$ cat src/rtl/ones_count_sequencer_pkg.sv
// Shared types and constants for the time-multiplexed ones counter.
// Holds the FSM state type, the slice width and the count-width helper.
package ocseq_pkg;

    localparam int SLICE_W = 15;

    typedef enum logic [1:0] {
        IDLE = 2'd0,
        RUN  = 2'd1,
        DONE = 2'd2
    } ocseq_state_e;

    // Result width: enough bits to hold 15*slices itself.
    function automatic int cw_of(input int slices);
        return $clog2(SLICE_W * slices + 1);
    endfunction

endpackage

$ cat src/rtl/ones_count_sequencer_if.sv
// Producer/consumer handshake bundle for ones_count_sequencer.
// The SLICES value must match the one given to the sequencer instance.
interface ones_count_sequencer_if
    import ocseq_pkg::*;
#(
    parameter int SLICES = 4
);
    localparam int W  = SLICE_W * SLICES;
    localparam int CW = cw_of(SLICES);

    logic          clear;
    logic          in_valid;
    logic [W-1:0]  in_data;
    logic          in_ready;
    logic          out_valid;
    logic [CW-1:0] out_count;
    logic          out_ready;
    logic          busy;

    modport master (
        output clear, in_valid, in_data, out_ready,
        input  in_ready, out_valid, out_count, busy
    );

    modport slave (
        input  clear, in_valid, in_data, out_ready,
        output in_ready, out_valid, out_count, busy
    );

endinterface

$ cat src/rtl/myoc15input.sv
// Combinational 15-input ones counter: y3..y0 is the number of set inputs.
// Five full adders compress the inputs into weight-1 and weight-2 bit groups.
module myoc15input (
    input  logic a, b, c, d, e, f, g, h, i, j, k, l, m, n, o,
    output logic y0, y1, y2, y3
);

    logic [4:0] s;
    logic [4:0] cy;
    logic [3:0] w1;
    logic [3:0] w2;
    logic [3:0] total;

    assign s[0]  = a ^ b ^ c;
    assign cy[0] = (a & b) | (c & (a ^ b));
    assign s[1]  = d ^ e ^ f;
    assign cy[1] = (d & e) | (f & (d ^ e));
    assign s[2]  = g ^ h ^ i;
    assign cy[2] = (g & h) | (i & (g ^ h));
    assign s[3]  = j ^ k ^ l;
    assign cy[3] = (j & k) | (l & (j ^ k));
    assign s[4]  = m ^ n ^ o;
    assign cy[4] = (m & n) | (o & (m ^ n));

    // w1 <= 5 and w2 <= 5, so w1 + 2*w2 <= 15 fits in four bits.
    assign w1 = 4'(s[0]) + 4'(s[1]) + 4'(s[2]) + 4'(s[3]) + 4'(s[4]);
    assign w2 = 4'(cy[0]) + 4'(cy[1]) + 4'(cy[2]) + 4'(cy[3]) + 4'(cy[4]);
    assign total = w1 + {w2[2:0], 1'b0};

    assign {y3, y2, y1, y0} = total;

endmodule

$ cat src/rtl/ones_count_sequencer.sv
// Population count of a 15*SLICES-bit word using one shared 15-input counter,
// fed one slice per cycle from a shift register and summed into an accumulator.
module ones_count_sequencer
    import ocseq_pkg::*;
#(
    parameter int SLICES = 4
) (
    input  logic                    clk,
    input  logic                    rst,
    ones_count_sequencer_if.slave   bus
);

    localparam int W  = SLICE_W * SLICES;
    localparam int CW = cw_of(SLICES);
    localparam int IW = (SLICES > 1) ? $clog2(SLICES) : 1;

    ocseq_state_e  state_q, state_d;
    logic [W-1:0]  sr_q, sr_d;
    logic [CW-1:0] acc_q, acc_d;
    logic [IW-1:0] idx_q, idx_d;
    logic [3:0]    cnt4;

    myoc15input u_oc15 (
        .a (sr_q[0]),  .b (sr_q[1]),  .c (sr_q[2]),  .d (sr_q[3]),
        .e (sr_q[4]),  .f (sr_q[5]),  .g (sr_q[6]),  .h (sr_q[7]),
        .i (sr_q[8]),  .j (sr_q[9]),  .k (sr_q[10]), .l (sr_q[11]),
        .m (sr_q[12]), .n (sr_q[13]), .o (sr_q[14]),
        .y0 (cnt4[0]), .y1 (cnt4[1]), .y2 (cnt4[2]), .y3 (cnt4[3])
    );

    always_ff @(posedge clk or posedge rst) begin
        if (rst) begin
            state_q <= IDLE;
            sr_q    <= '0;
            acc_q   <= '0;
            idx_q   <= '0;
        end else begin
            state_q <= state_d;
            sr_q    <= sr_d;
            acc_q   <= acc_d;
            idx_q   <= idx_d;
        end
    end

    always_comb begin
        state_d = state_q;
        sr_d    = sr_q;
        acc_d   = acc_q;
        idx_d   = idx_q;
        // clear outranks acceptance, accumulation and the output handshake.
        if (bus.clear) begin
            state_d = IDLE;
            acc_d   = '0;
            idx_d   = '0;
        end else begin
            unique case (state_q)
                IDLE: begin
                    if (bus.in_valid) begin
                        sr_d    = bus.in_data;
                        acc_d   = '0;
                        idx_d   = '0;
                        state_d = RUN;
                    end
                end
                RUN: begin
                    acc_d = acc_q + CW'(cnt4);
                    sr_d  = sr_q >> SLICE_W;
                    if (idx_q == IW'(SLICES - 1)) begin
                        state_d = DONE;
                    end else begin
                        idx_d = idx_q + IW'(1);
                    end
                end
                DONE: begin
                    if (bus.out_ready) begin
                        state_d = IDLE;
                    end
                end
                default: state_d = IDLE;
            endcase
        end
    end

    assign bus.in_ready  = (state_q == IDLE);
    assign bus.busy      = (state_q == RUN);
    assign bus.out_valid = (state_q == DONE);
    assign bus.out_count = acc_q;

endmodule

$ cat src/flat_wrapper.sv
// flat-port wrapper written by rule: the top's interface ports become plain ports
module ones_count_sequencer_flat import ocseq_pkg::*;
#(
    parameter int SLICES = 4
)
  (clk, rst, bus_clear, bus_in_valid, bus_in_data, bus_out_ready, bus_in_ready, bus_out_valid, bus_out_count, bus_busy);
  ones_count_sequencer_if #(.SLICES(SLICES)) bus_i ();
  input  logic clk;
  input  logic rst;
  input wire logic [$bits(bus_i.clear)-1:0] bus_clear;
  input wire logic [$bits(bus_i.in_valid)-1:0] bus_in_valid;
  input wire logic [$bits(bus_i.in_data)-1:0] bus_in_data;
  input wire logic [$bits(bus_i.out_ready)-1:0] bus_out_ready;
  output wire logic [$bits(bus_i.in_ready)-1:0] bus_in_ready;
  output wire logic [$bits(bus_i.out_valid)-1:0] bus_out_valid;
  output wire logic [$bits(bus_i.out_count)-1:0] bus_out_count;
  output wire logic [$bits(bus_i.busy)-1:0] bus_busy;
  assign bus_i.clear = bus_clear;
  assign bus_i.in_valid = bus_in_valid;
  assign bus_i.in_data = bus_in_data;
  assign bus_i.out_ready = bus_out_ready;
  assign bus_in_ready = bus_i.in_ready;
  assign bus_out_valid = bus_i.out_valid;
  assign bus_out_count = bus_i.out_count;
  assign bus_busy = bus_i.busy;
  ones_count_sequencer #(.SLICES(SLICES)) u_core (.clk(clk), .rst(rst), .bus(bus_i));
endmodule
$ cat config.mk
export PLATFORM = sky130hd
export DESIGN_NAME = ones_count_sequencer_flat
export DESIGN_NICKNAME = d
export VERILOG_FILES = /design/src/rtl/ones_count_sequencer_pkg.sv /design/src/rtl/ones_count_sequencer_if.sv /design/src/rtl/myoc15input.sv /design/src/rtl/ones_count_sequencer.sv /design/src/flat_wrapper.sv
export SDC_FILE = /design/constraint.sdc
export NUM_CORES = 1
export LEC_CHECK = 0
export ABC_AREA = 1
export BUFFER_PORTS_ARGS = -buffer_cell sky130_fd_sc_hd__buf_2
export CAP_MARGIN = 25
export CORE_MARGIN = 4
export CORE_UTILIZATION = 55
export CTS_BUF_LIST = sky130_fd_sc_hd__clkbuf_4 sky130_fd_sc_hd__clkbuf_8
export DETAILED_ROUTE_END_ITERATION = 7
export PLACE_DENSITY = 0.8
export SETUP_SLACK_MARGIN = 0.3
export SYNTH_ARGS = -nofsm -noshare
export SYNTH_HDL_FRONTEND = slang
export SYNTH_SLANG_ARGS = --single-unit
$ cat constraint.sdc
create_clock -name clk -period 8.4 [get_ports clk]
set_input_delay 1.26 -clock clk [delete_from_list [all_inputs] [get_ports clk]]
set_output_delay 1.26 -clock clk [all_outputs]
set_load 0.02 [all_outputs]
Word-level counts from Yosys, hierarchy flattened
Cells that the tools add are included.
Widths: inputs -> output; s select.
{"block": "classes", "n_addsub": 11, "n_eq_ne": 8, "n_mux": 14, "bitwise_logic": 26, "n_reduce_logical": 7}
{"cell": "$pmux 60 s2", "count": 1}
{"cell": "$mux 60", "count": 1}
{"cell": "$mux 2", "count": 7}
{"cell": "$mux 6", "count": 2}
{"cell": "$pmux 6 s2", "count": 1}
{"cell": "$and 1x1->1", "count": 10}
{"cell": "$xor 1x1->1", "count": 10}
{"cell": "$ne 3x3->1 const B", "count": 3}
{"cell": "$reduce_and 3->1", "count": 3}
{"cell": "$add 2x1->3", "count": 2}
{"cell": "$add 3x1->3", "count": 2}
{"cell": "$add 6x4->6", "count": 1}
{"cell": "$pmux 2 s3", "count": 1}
{"cell": "$or 1x1->1", "count": 5}
{"cell": "$add 1x1->2", "count": 2}
{"cell": "$add 3x1->4", "count": 1}
{"cell": "$add 4x1->4", "count": 1}
{"cell": "$add 4x4->4", "count": 1}
{"cell": "$eq 2x2->1 const B", "count": 2}
{"cell": "$pmux 2 s2", "count": 1}
{"cell": "$ne 3x2->1 const B", "count": 1}
{"cell": "$reduce_bool 3->1", "count": 1}
{"cell": "$add 2x1->2 const B", "count": 1}
{"cell": "$eq 2x1->1 const B", "count": 1}
{"cell": "5 further kinds", "count": 5}
{"block": "totals", "regBits": 70, "in_bits": 65, "out_inout_bits": 9, "wordCells": 70}

Longest topological paths before layout
Gate-level depths: netlist of the first run.
{"block": "logic_depth", "depth_word": 11, "ltp_mapped": 15, "depth_no_buf": 15}

Hierarchy
Synthesis of the first run repeated with hierarchy kept, for this count alone.
{"block": "unflattened", "cells_unflattened": 427, "hier_area_um2": 3636.0}
{"module": "ones_count_sequencer", "n_inst": 1, "cells_per_inst": 389, "area_each_um2": 3304.4, "seq_area_each_um2": 1751.7}
{"module": "myoc15input", "n_inst": 1, "cells_per_inst": 38, "area_each_um2": 331.6, "seq_area_each_um2": 0.0}

Worst setup path after synthesis of the first run
OpenSTA, ideal clock, no wires.
{"block": "synth_path", "path_kind": "flip-flop to flip-flop", "startpoint": "reg u_core.sr_q[0]", "endpoint": "reg u_core.acc_q[4] (netlist: u_core.bus.out_count[4])", "setup_ns": 0.118, "arrival_ns": 3.291, "required_ns": 8.282, "path_slack_ns": 4.991, "stages_incl_launch_ff": 13, "n_path_buf": 0, "period_less_slack_ns": 3.409, "path_cell_list": "dfrtp_1 fa_1 fa_1 inv_1 fa_1 fa_1 fa_1 o21ai_0 nand2_1 nand2_1 nand2_1 nand2_1 nor2_1"}
{"block": "synth_between", "elab_chain_cells": 11, "word_cells_on_any_way": 17, "cone_classes": "add/sub: 10; mux: 2; bitwise: 5"}
{"element": "start: declaration", "line_no": "ones_count_sequencer.sv:18", "text": "logic [W-1:0] sr_q, sr_d;"}
{"element": "start signal: assignment", "line_no": "ones_count_sequencer.sv:39", "text": "sr_q <= sr_d;"}
{"element": "$xor 1x1->1", "line_no": "myoc15input.sv:14, myoc15input.sv:15"}
{"element": "$and 1x1->1", "line_no": "myoc15input.sv:15", "text": "assign cy[0] = (a & b) | (c & (a ^ b));"}
{"element": "$or 1x1->1", "line_no": "myoc15input.sv:15"}
{"element": "$add 1x1->2", "line_no": "myoc15input.sv:27", "text": "assign w2 = 4'(cy[0]) + 4'(cy[1]) + 4'(cy[2]) + 4'(cy[3]) + 4'(cy[4]);"}
{"element": "$add 2x1->3", "line_no": "myoc15input.sv:27"}
{"element": "$add 3x1->3 (2 in series)", "line_no": "myoc15input.sv:27"}
{"element": "$add 4x4->4 *", "line_no": "myoc15input.sv:28", "text": "assign total = w1 + {w2[2:0], 1'b0};"}
{"element": "$add 6x4->6 *", "line_no": "ones_count_sequencer.sv:66", "text": "acc_d = acc_q + CW'(cnt4);"}
{"element": "$pmux 6 s2 *", "line_no": "ones_count_sequencer.sv:56", "text": "unique case (state_q)"}
{"element": "$mux 6 *", "line_no": "ones_count_sequencer.sv:51", "text": "if (bus.clear) begin"}
{"element": "end signal: assignment", "line_no": "ones_count_sequencer.sv:35", "text": "acc_q <= '0;"}
{"element": "end signal: assignment", "line_no": "ones_count_sequencer.sv:40", "text": "acc_q <= acc_d;"}
{"element": "end: declaration", "line_no": "ones_count_sequencer.sv:19", "text": "logic [CW-1:0] acc_q, acc_d;"}
Every way passes the cells marked *; elsewhere a longest branch is shown, timed or not.
A chain may end at the register's enable or synchronous reset.

Worst setup path after layout of the first run
{"block": "layout_path", "startpoint": "reg u_core.sr_q[0]", "endpoint": "reg u_core.acc_q[5] (netlist: u_core.bus.out_count[5])"}
Same word-level chain as after synthesis.

==> results.sh, run 1 <==
export IMPL_synth_flop_cell="dfrtp_1"
export IMPL_synth_most_common_cell="nand2_1"
export IMPL_fmax_mhz=273
export IMPL_vias=2982
export IMPL_drtPass1Iterations=4
export IMPL_final_fill_count=525
export IMPL_final_antenna_net_count=0
export IMPL_h_tree_depth=3
export IMPL_synthesis_nets=502
export IMPL_slew_headroom=0.433
export IMPL_ys_types=25
export IMPL_status="finished, final reports clean"
export IMPL_cts_resized=0
export IMPL_timing_final_crit_share=0.436
export IMPL_syn2layout_area_growth_pct=15.7
export IMPL_final_nets=565
export IMPL_drive_gt1_frac=0.203
export IMPL_clk_latency_ns=0.35
export IMPL_crit_required_ns=8.65
export IMPL_holdBufCountCts=0
export IMPL_root_buffer="clkbuf_8"
export IMPL_grt_start_max_net_pins=71
export IMPL_fp_dieH_um=88.6
export IMPL_cellPowerDensity_nw_per_um2=297
export IMPL_viasPerCell=5.29
export IMPL_vdd_drop_max_mv=0.291
export IMPL_io_buffers=73
export IMPL_ys_ff_latch=70
export IMPL_synth_area_leaders="dfrtp_1 (49%), nand2_1 (13%), a31oi_1 (7.9%)"
export IMPL_wl_per_cell_um=13.2
export IMPL_tns_ns=0
export IMPL_drtIter0Drc=183
export IMPL_min_path_type="flip-flop to flip-flop"
export IMPL_netlist_area_um2=3570
export IMPL_antenna_found_initial=0
export IMPL_start_util=0.565
export IMPL_criticalPathCategory="flip-flop to flip-flop"
export IMPL_cap_violations=0
export IMPL_instances_no_fill=564
export IMPL_cts_tree="yes"
export IMPL_grt_pass1_wl_um=12400
export IMPL_cp_start_kind="flip-flop"
export IMPL_grt_pass1_vias=2782
export IMPL_synthArstFlopShare=1.00
export IMPL_worst_clock_skew_ns=0.0122
export IMPL_synth_edff_count=0
export IMPL_yosysTopAreaCell="dfrtp_1"
export IMPL_fin_util=0.654
export IMPL_wl_um=7450
export IMPL_post_cts_setup_buffer_count=0
export IMPL_ios=74
export IMPL_slew_viol_final=0
export IMPL_drc=0
export IMPL_tightestPinTransition_ns=0.850
export IMPL_critPathArrivalTime_ns=3.91
export IMPL_netlist_instances=419
export IMPL_dieArea_um2=7840
export IMPL_grt_overflow=0
export IMPL_hold_viol=0
export IMPL_setup_viol=0
export IMPL_rsz0062_at_grt="no"
export IMPL_numCtsBuffers=9
export IMPL_synth_top_cells_by_count="nand2_1 (128), dfrtp_1 (70), nor2_1 (54)"
export IMPL_seq_area_frac_synth=0.491
export IMPL_syn_area_per_cell_um2=8.52
export IMPL_die_w_um=88.6
export IMPL_synth_top_area_frac=0.491
export IMPL_yosys_warnings=0
export IMPL_grt_usage=0.206
export IMPL_min_period_ns=3.66
export IMPL_num_rows=29
export IMPL_core_area_um2=6310
export IMPL_gp_congestion=0.807
export IMPL_dp_hpwl_um=5120
export IMPL_n_antenna_cell=0
export IMPL_cp_max_fo=3
export IMPL_cts_num_sinks=70
export IMPL_dpl_cell_count=547
export IMPL_clk_pin_slew_ns=0.08
export IMPL_clk_path_buf_depth=2
export IMPL_cp_end_kind="flip-flop"
export IMPL_p_leak_uw=0.00206
==> metal layers <==
metal / wire (um) / track usage / share of wire
met5: 0 / 0 / 0
met1: 3240 / 0.273 / 0.43
met3: 448 / 0.0596 / 0.060
met2: 3570 / 0.314 / 0.48
met4: 194 / 0.0962 / 0.026
==> registers in the layout, summed over array words and instances (netlist names) <==
register	count
u_core.bus.out_count	6
u_core.sr_q	60
u_core.state_q	2
u_core.idx_q	2
==> per-stage QoR <==
step                worst slack (ns)  power, uW  cell area, um2  hold slack, ns
floorplan                       4.99        852            3570           0.452
global placement                4.92        936            3890           0.468
detailed placement              4.74        979            3920           0.481
CTS                             4.50       1240            4110           0.492
global route                    4.58       1340            4130           0.499
finish                          4.74       1220            4130           0.491
==> placed cells by master, fill, tap and decap left out, drive strengths merged, types with 7 or more instances in the layout <==
master,synthesis,routed
nand3,18,18
inv,28,29
nand2,129,129
clkbuf,6,12
nor2,57,57
ha,7,7
buf,18,76
dfrtp,70,70
o21ai,21,21
fa,11,11
a31oi,45,45
==> power by group <==
part | switching, uW | leakage (uW) | internal (uW)
Combinational | 303 | 0.00114 | 223
Clock | 126 | 0.0000950 | 132
Sequential | 39.0 | 0.000829 | 402
==> critical path: stages (launching register included) <==
cell	delay (ns)
dfrtp_1	0.41
fa_1	0.46
fa_1	0.55
inv_1	0.06
fa_1	0.60
inv_1	0.07
ha_1	0.27
nand2_1	0.05
o21ai_0	0.20
xor2_1	0.23
ha_1	0.29
nand3_1	0.11
nand2_1	0.08
a21oi_1	0.14
nor2_1	0.06
==> final timing paths <==
kind / startpoint / to / slack [ns] / cells past startpoint
setup / recovery: u_core.sr_q[0] / u_core.bus.out_count[5] / 4.74 / 14
hold / removal: u_core.idx_q[0] / u_core.idx_q[0] / 0.49 / 1
setup reg to reg: u_core.sr_q[0] / u_core.bus.out_count[5] / 4.74 / 14
hold reg to reg: u_core.idx_q[0] / u_core.idx_q[0] / 0.49 / 1
max in group asynchronous: rst / u_core.sr_q[16] / 6.69 / 3
min in group asynchronous: rst / u_core.state_q[0] / 1.15 / 3
==> area by class of cell <==
type	count	area, um2	share of cell area
multi-input combinational	297	1570	0.380
clock buffer	12	165	0.0400
timing repair buffer	76	413	0.100
sequential	70	1750	0.424
clock inverter	4	28.8	0.00697
tap	77	96.3	0.0233
inverter	28	105	0.0255
==> logic make-up (layout without fill, tap and decap cells) <==
kind of cell,count (synthesis),after routing,synth area share
AO/OA/AOI/OAI,71,71,0.117
AND/OR/NAND/NOR,205,205,0.229
adder cells (fa/ha/maj),18,18,0.0863
buffers and inverters,52,120,0.0694
XOR/XNOR,3,3,0.00736
flip-flops,70,70,0.491
Note: power is estimated with default switching activity, not from simulation.
==> run 2: changes to the inputs <==
--- a/config.mk
+++ b/config.mk
@@ -5,7 +5,7 @@
 export SDC_FILE = /design/constraint.sdc
 export NUM_CORES = 1
 export LEC_CHECK = 0
-export ABC_AREA = 1
+export ABC_AREA = 0
 export BUFFER_PORTS_ARGS = -buffer_cell sky130_fd_sc_hd__buf_2
 export CAP_MARGIN = 25
 export CORE_MARGIN = 4
==> constraint.sdc (replaced) <==
create_clock -name clk -period 3.4 [get_ports clk]
set_input_delay 0.51 -clock clk [delete_from_list [all_inputs] [get_ports clk]]
set_output_delay 0.51 -clock clk [all_outputs]
set_load 0.02 [all_outputs]
==> results.sh, run 2 <==
export IMPL_clk_latency_ns=0.34
export IMPL_vias=2659
export IMPL_slew_headroom=0.350
export IMPL_synth_simple_area_share=0.0989
export IMPL_core_area_um2=6420
export IMPL_synth_most_common_cell="nand2_1"
export IMPL_synth_top_area_frac=0.478
export IMPL_synth_edff_count=0
export IMPL_syn2layout_area_growth_pct=18.6
export IMPL_cp_start_kind="flip-flop"
export IMPL_p_leak_uw=0.00226
export IMPL_ios=74
export IMPL_numCtsBuffers=9
export IMPL_die_w_um=89.7
export IMPL_cp_end_kind="flip-flop"
export IMPL_synth_area_leaders="dfrtp_1 (48%), mux2i_1 (12%), nand2_1 (7.9%)"
export IMPL_syn_area_per_cell_um2=10.6
export IMPL_drc=0
export IMPL_final_cell_mix="nand2_1 (77), buf_2 (73), dfrtp_1 (70)"
export IMPL_final_cell_area_um2=4350
export IMPL_synthArstFlopShare=1.00
export IMPL_final_antenna_net_count=0
export IMPL_wl_um=7370
export IMPL_min_path_type="input pin to async pin"
export IMPL_root_buffer="clkbuf_8"
export IMPL_synthAdderAreaFrac=0.0839
export IMPL_drtIter0Drc=115
export IMPL_synth_flop_cell="dfrtp_1"
export IMPL_largest_register="u_core.sr_q"
export IMPL_wl_per_cell_um=14.5
export IMPL_cellPowerDensity_nw_per_um2=716
export IMPL_muxShareOfSynthArea=0.126
export IMPL_rsz0062_at_grt="yes"
export IMPL_n_antenna_cell=0
export IMPL_yosys_warnings=0
export IMPL_grt_pass1_wl_um=12800
export IMPL_num_rows=29
export IMPL_crit_required_ns=3.62
export IMPL_violations="setup timing"
export IMPL_seq_area_frac_synth=0.478
export IMPL_grt_usage=0.208
export IMPL_ys_ff_latch=70
export IMPL_fmax_mhz=275
export IMPL_place_area_um2=4050
export IMPL_r2r_end="u_core.bus.out_count[5]"
export IMPL_r2r_setup_slack_ns=-0.23
export IMPL_dp_hpwl_um=5230
export IMPL_gp_congestion=0.866
export IMPL_netlist_instances=346
export IMPL_vdd_drop_max_mv=0.409
export IMPL_slew_viol_final=0
export IMPL_clk_path_buf_depth=2
export IMPL_dieArea_um2=8040
export IMPL_drtPass1Iterations=4
export IMPL_status="finished with violations"
export IMPL_synthXorXnorAreaFrac=0.0119
export IMPL_r2r_start="u_core.sr_q[3]"
export IMPL_synth_top_family_by_area="compound AO/OA/AOI/OAI gates"
export IMPL_cap_violations=0
export IMPL_setup_viol=4
export IMPL_min_period_ns=3.63
export IMPL_critPathArrivalTime_ns=3.86
export IMPL_viasPerCell=5.24
export IMPL_antenna_found_initial=0
export IMPL_whs_ns=0.0498
export IMPL_synthesis_nets=429
export IMPL_start_util=0.571
export IMPL_worst_slack_ns=-0.234
export IMPL_grt_start_max_net_pins=97
export IMPL_fp_dieH_um=89.7
export IMPL_holdBufCountCts=0
export IMPL_cts_num_sinks=70
export IMPL_drive_gt1_frac=0.319
export IMPL_synth_top_cells_by_count="nand2_1 (77), dfrtp_1 (70), mux2i_1 (45), o21ai_1 (45), inv_1 (18)"
export IMPL_h_tree_depth=3
export IMPL_io_buffers=73
export IMPL_tightestPinTransition_ns=0.976
export IMPL_final_common_cell="nand2_1"
export IMPL_final_nets=508
export IMPL_hold_viol=0
export IMPL_clk_pin_slew_ns=0.08
export IMPL_yosysTopAreaCell="dfrtp_1"
export IMPL_synth_compound_area_share=0.135
export IMPL_grt_overflow=0
export IMPL_worst_clock_skew_ns=0.00760
export IMPL_timing_final_crit_share=1.07
export IMPL_netlist_area_um2=3670
export IMPL_ys_types=33
export IMPL_cts_tree="yes"
export IMPL_criticalPathCategory="flip-flop to flip-flop"
export IMPL_cp_max_fo=4
export IMPL_reg2reg_depth=14
export IMPL_grt_pass1_vias=2817
export IMPL_largest_reg_flops=60
-- run 2: cell types whose count changed after synthesis, moves of 15 or more --
cell	change
o21ai_1	+43
nor2_1	-49
a31oi_1	-45
o21ai_2	+15
mux2i_1	+45
nand3_1	-18
nand2_1	-51
o21ai_0	-17
-- run 2: routing by layer --
layer	share of wire	vias to the layer above	global-route usage
li1	-	1326	-
met1	0.44	1242	0.265
met2	0.48	73	0.341
met3	0.049	18	0.0374
met4	0.028	0	0.106
met5	0	-	0
-- run 2: area by class of cell --
type                    instances  area [um2]
multi-input cells             238        1720
clock inverters                 5        81.3
inverters                      19        71.3
repair buffers                 87         483
clock buffers                  11         151
flip-flops and latches         70        1750
fillers                       488        2070
well taps                      77        96.3
-- run 2: worst max-delay path, stage by stage, from the launching register on --
cell       delay (ns)
dfrtp_1          0.41
fa_2             0.40
fa_1             0.54
inv_1            0.05
fa_1             0.49
inv_1            0.05
ha_1             0.26
nor2b_1          0.13
o21ai_1          0.15
xnor2_1          0.09
ha_1             0.36
and3_4           0.18
o2bb2ai_2        0.11
xor2_1           0.14
a22o_1           0.17
-- run 2: power breakdown --
| group | internal, uW | switching (uW) |
|---|---|---|
| logic | 653 | 640 |
| clock network | 453 | 314 |
| registers | 968 | 88.3 |
-- run 2: timing repair --
item / 4_1_cts / 5_1_grt
gates resized for setup: 3 / 4
endpoints found under the setup margin: 5 / 5
pin swaps: 7 / 3
setup buffers: 1 / 3
-- run 2: through the flow --
step	cells	setup WS (ns)	total power [uW]	util	TNS, ns
floorplan	346	-0.150	1900	-	-0.184
global placement	486	-0.164	2150	0.630	-0.429
detailed placement	486	-0.258	2250	0.630	-0.801
CTS	503	-0.222	3040	0.669	-0.649
global route	507	-0.393	3350	0.677	-1.26
finish	507	-0.234	3120	0.677	-0.656
-- run 2: cell families after synthesis --
kind of cell / after synthesis
AND/OR/NAND/NOR: 90
AO/OA/AOI/OAI: 79
flip-flops: 70
multiplexers: 46
buffers and inverters: 38
adder cells (fa/ha/maj): 18
XOR/XNOR: 5
-- run 2: worst max-delay path by stage --
stage	start	end	depth (start not counted)
global route	u_core.sr_q[3]	u_core.bus.out_count[5]	14
global placement	u_core.sr_q[5]	u_core.bus.out_count[5]	12
detailed placement	u_core.sr_q[5]	u_core.bus.out_count[4]	11
floorplan	u_core.sr_q[5]	u_core.bus.out_count[5]	14
CTS	u_core.sr_q[5]	u_core.bus.out_count[5]	12
finish	u_core.sr_q[3]	u_core.bus.out_count[5]	14
==> run 3: changes to the inputs <==
--- a/config.mk
+++ b/config.mk
@@ -9,10 +9,10 @@
 export BUFFER_PORTS_ARGS = -buffer_cell sky130_fd_sc_hd__buf_2
 export CAP_MARGIN = 25
 export CORE_MARGIN = 4
-export CORE_UTILIZATION = 55
+export CORE_UTILIZATION = 51
 export CTS_BUF_LIST = sky130_fd_sc_hd__clkbuf_4 sky130_fd_sc_hd__clkbuf_8
 export DETAILED_ROUTE_END_ITERATION = 7
-export PLACE_DENSITY = 0.8
+export PLACE_DENSITY = 0.78
 export SETUP_SLACK_MARGIN = 0.3
 export SYNTH_ARGS = -nofsm -noshare
 export SYNTH_HDL_FRONTEND = slang
==> constraint.sdc (replaced) <==
create_clock -name clk -period 3.1 [get_ports clk]
set_input_delay 0.465 -clock clk [delete_from_list [all_inputs] [get_ports clk]]
set_output_delay 0.465 -clock clk [all_outputs]
set_load 0.02 [all_outputs]
==> results.sh, run 3 (synthesis results as in run 2) <==
export IMPL_num_rows=30
export IMPL_io_buffers=73
export IMPL_drive_gt1_frac=0.320
export IMPL_fmax_mhz=270
export IMPL_clk_path_buf_depth=2
export IMPL_r2r_setup_slack_ns=-0.61
export IMPL_largest_register="u_core.sr_q"
export IMPL_drtPass1Iterations=4
export IMPL_power_total_uw=3390
export IMPL_p_leak_uw=0.00225
export IMPL_final_cell_mix="nand2_1 (77), buf_2 (73), dfrtp_1 (70)"
export IMPL_ios=74
export IMPL_fin_util=0.627
export IMPL_grt_overflow=0
export IMPL_status="finished with violations"
export IMPL_reg2reg_depth=14
export IMPL_critPathArrivalTime_ns=3.94
export IMPL_vias=2600
export IMPL_dp_hpwl_um=5220
export IMPL_final_common_cell="nand2_1"
export IMPL_cts_tree="yes"
export IMPL_cap_violations=0
export IMPL_clk_pin_slew_ns=0.08
export IMPL_violations="setup timing"
export IMPL_syn2layout_area_growth_pct=18.1
export IMPL_fp_dieH_um=92.8
export IMPL_cts_num_sinks=70
export IMPL_cp_start_kind="flip-flop"
export IMPL_criticalPathCategory="flip-flop to flip-flop"
export IMPL_whs_ns=0.296
export IMPL_r2r_end="u_core.bus.out_count[5]"
export IMPL_drc=0
export IMPL_wl_per_cell_um=13.9
export IMPL_setup_viol=5
export IMPL_grt_pass1_wl_um=12300
export IMPL_numCtsBuffers=9
export IMPL_timing_final_crit_share=1.20
export IMPL_gp_congestion=0.885
export IMPL_dieArea_um2=8610
export IMPL_grt_start_max_net_pins=80
export IMPL_final_fill_count=580
export IMPL_cp_max_fo=4
export IMPL_final_antenna_net_count=0
export IMPL_grt_usage=0.182
export IMPL_root_buffer="clkbuf_8"
export IMPL_worst_slack_ns=-0.610
export IMPL_crit_required_ns=3.33
export IMPL_drtIter0Drc=109
export IMPL_h_tree_depth=3
export IMPL_final_nets=509
export IMPL_worst_clock_skew_ns=0.00681
export IMPL_clk_latency_ns=0.34
export IMPL_antenna_found_initial=0
export IMPL_vdd_drop_max_mv=0.378
export IMPL_slew_headroom=0.410
export IMPL_cp_startpoint="u_core.sr_q[9]"
export IMPL_viasPerCell=4.93
export IMPL_r2r_start="u_core.sr_q[9]"
export IMPL_slew_viol_final=0
export IMPL_min_path_type="input pin to async pin"
export IMPL_tightestPinTransition_ns=0.884
export IMPL_cellPowerDensity_nw_per_um2=782
export IMPL_rsz0062_at_grt="yes"
export IMPL_tns_ns=-2.39
export IMPL_cp_end_kind="flip-flop"
export IMPL_hold_viol=0
export IMPL_core_area_um2=6910
export IMPL_n_antenna_cell=0
export IMPL_start_util=0.531
export IMPL_wl_um=7320
export IMPL_die_w_um=92.8
export IMPL_grt_pass1_vias=2685
export IMPL_min_period_ns=3.71
export IMPL_largest_reg_flops=60
-- run 3: cell count changes in the layout (fill, tap and decap cells not counted), sizes merged --
cell,previous run,this run
inv,19,21
clkinvlp,1,3
clkinv,2,1
bufinv,2,0
clkbuf,11,10
buf,87,88
-- run 3: timing repair --
action / 4_1_cts / 5_1_grt
gates resized for setup: 3 / 6
hold buffers: 0 / 0
pin swaps: 5 / 14
setup endpoints to repair: 5 / 5
buffers inserted: 3 / 4
cloned: 0 / 0
-- run 3: area by class of cell --
class                   count  area, um2  share of cell area
flip-flops and latches     70       1750               0.404
multi-input cells         238       1720               0.398
repair buffers             88        482               0.111
clock buffers              10        138              0.0318
well taps                  96        120              0.0277
inverters                  19       71.3              0.0165
clock inverters             6       45.0              0.0104
-- run 3: worst max-delay path: stages (launching register included) --
cell       delay, ns
dfrtp_1         0.42
fa_1            0.45
fa_1            0.48
inv_1           0.05
fa_1            0.49
inv_1           0.05
ha_1            0.27
nor2b_4         0.13
o21ai_2         0.14
xnor2_1         0.16
ha_1            0.32
and3_4          0.21
o2bb2ai_2       0.12
xor2_1          0.14
a22o_1          0.18
-- run 3: worst max path at each step --
stage,end,cells past startpoint
after global placement,u_core.bus.out_count[5],14
final,u_core.bus.out_count[5],14
after detailed placement,u_core.bus.out_count[5],14
after CTS,u_core.bus.out_count[5],14
after global routing,u_core.bus.out_count[4],12
after floorplan,u_core.bus.out_count[5],14
-- run 3: metrics by stage --
stage | worst slack (ns) | instance area [um2] | std cells
finish | -0.610 | 4330 | 527
global route | -0.756 | 4330 | 527
CTS | -0.586 | 4280 | 523
detailed placement | -0.605 | 4060 | 504
global placement | -0.484 | 4060 | 504
floorplan | -0.450 | 3690 | 346
-- run 3: report_power, final --
group          leakage, uW  internal, uW  switching [uW]
combinational      0.00127           810             740
sequential        0.000889          1060            97.4
clock            0.0000853           316             362
total              0.00225          2190            1200
-- run 3: routing by layer --
metal	up-vias	part of all wire	global-route usage	routed length [um]
met2	65	0.51	0.301	3730
met5	-	0	0	0
met4	0	0.014	0.0623	105
li1	1322	-	-	-
met3	11	0.060	0.0528	441
met1	1202	0.42	0.230	3050
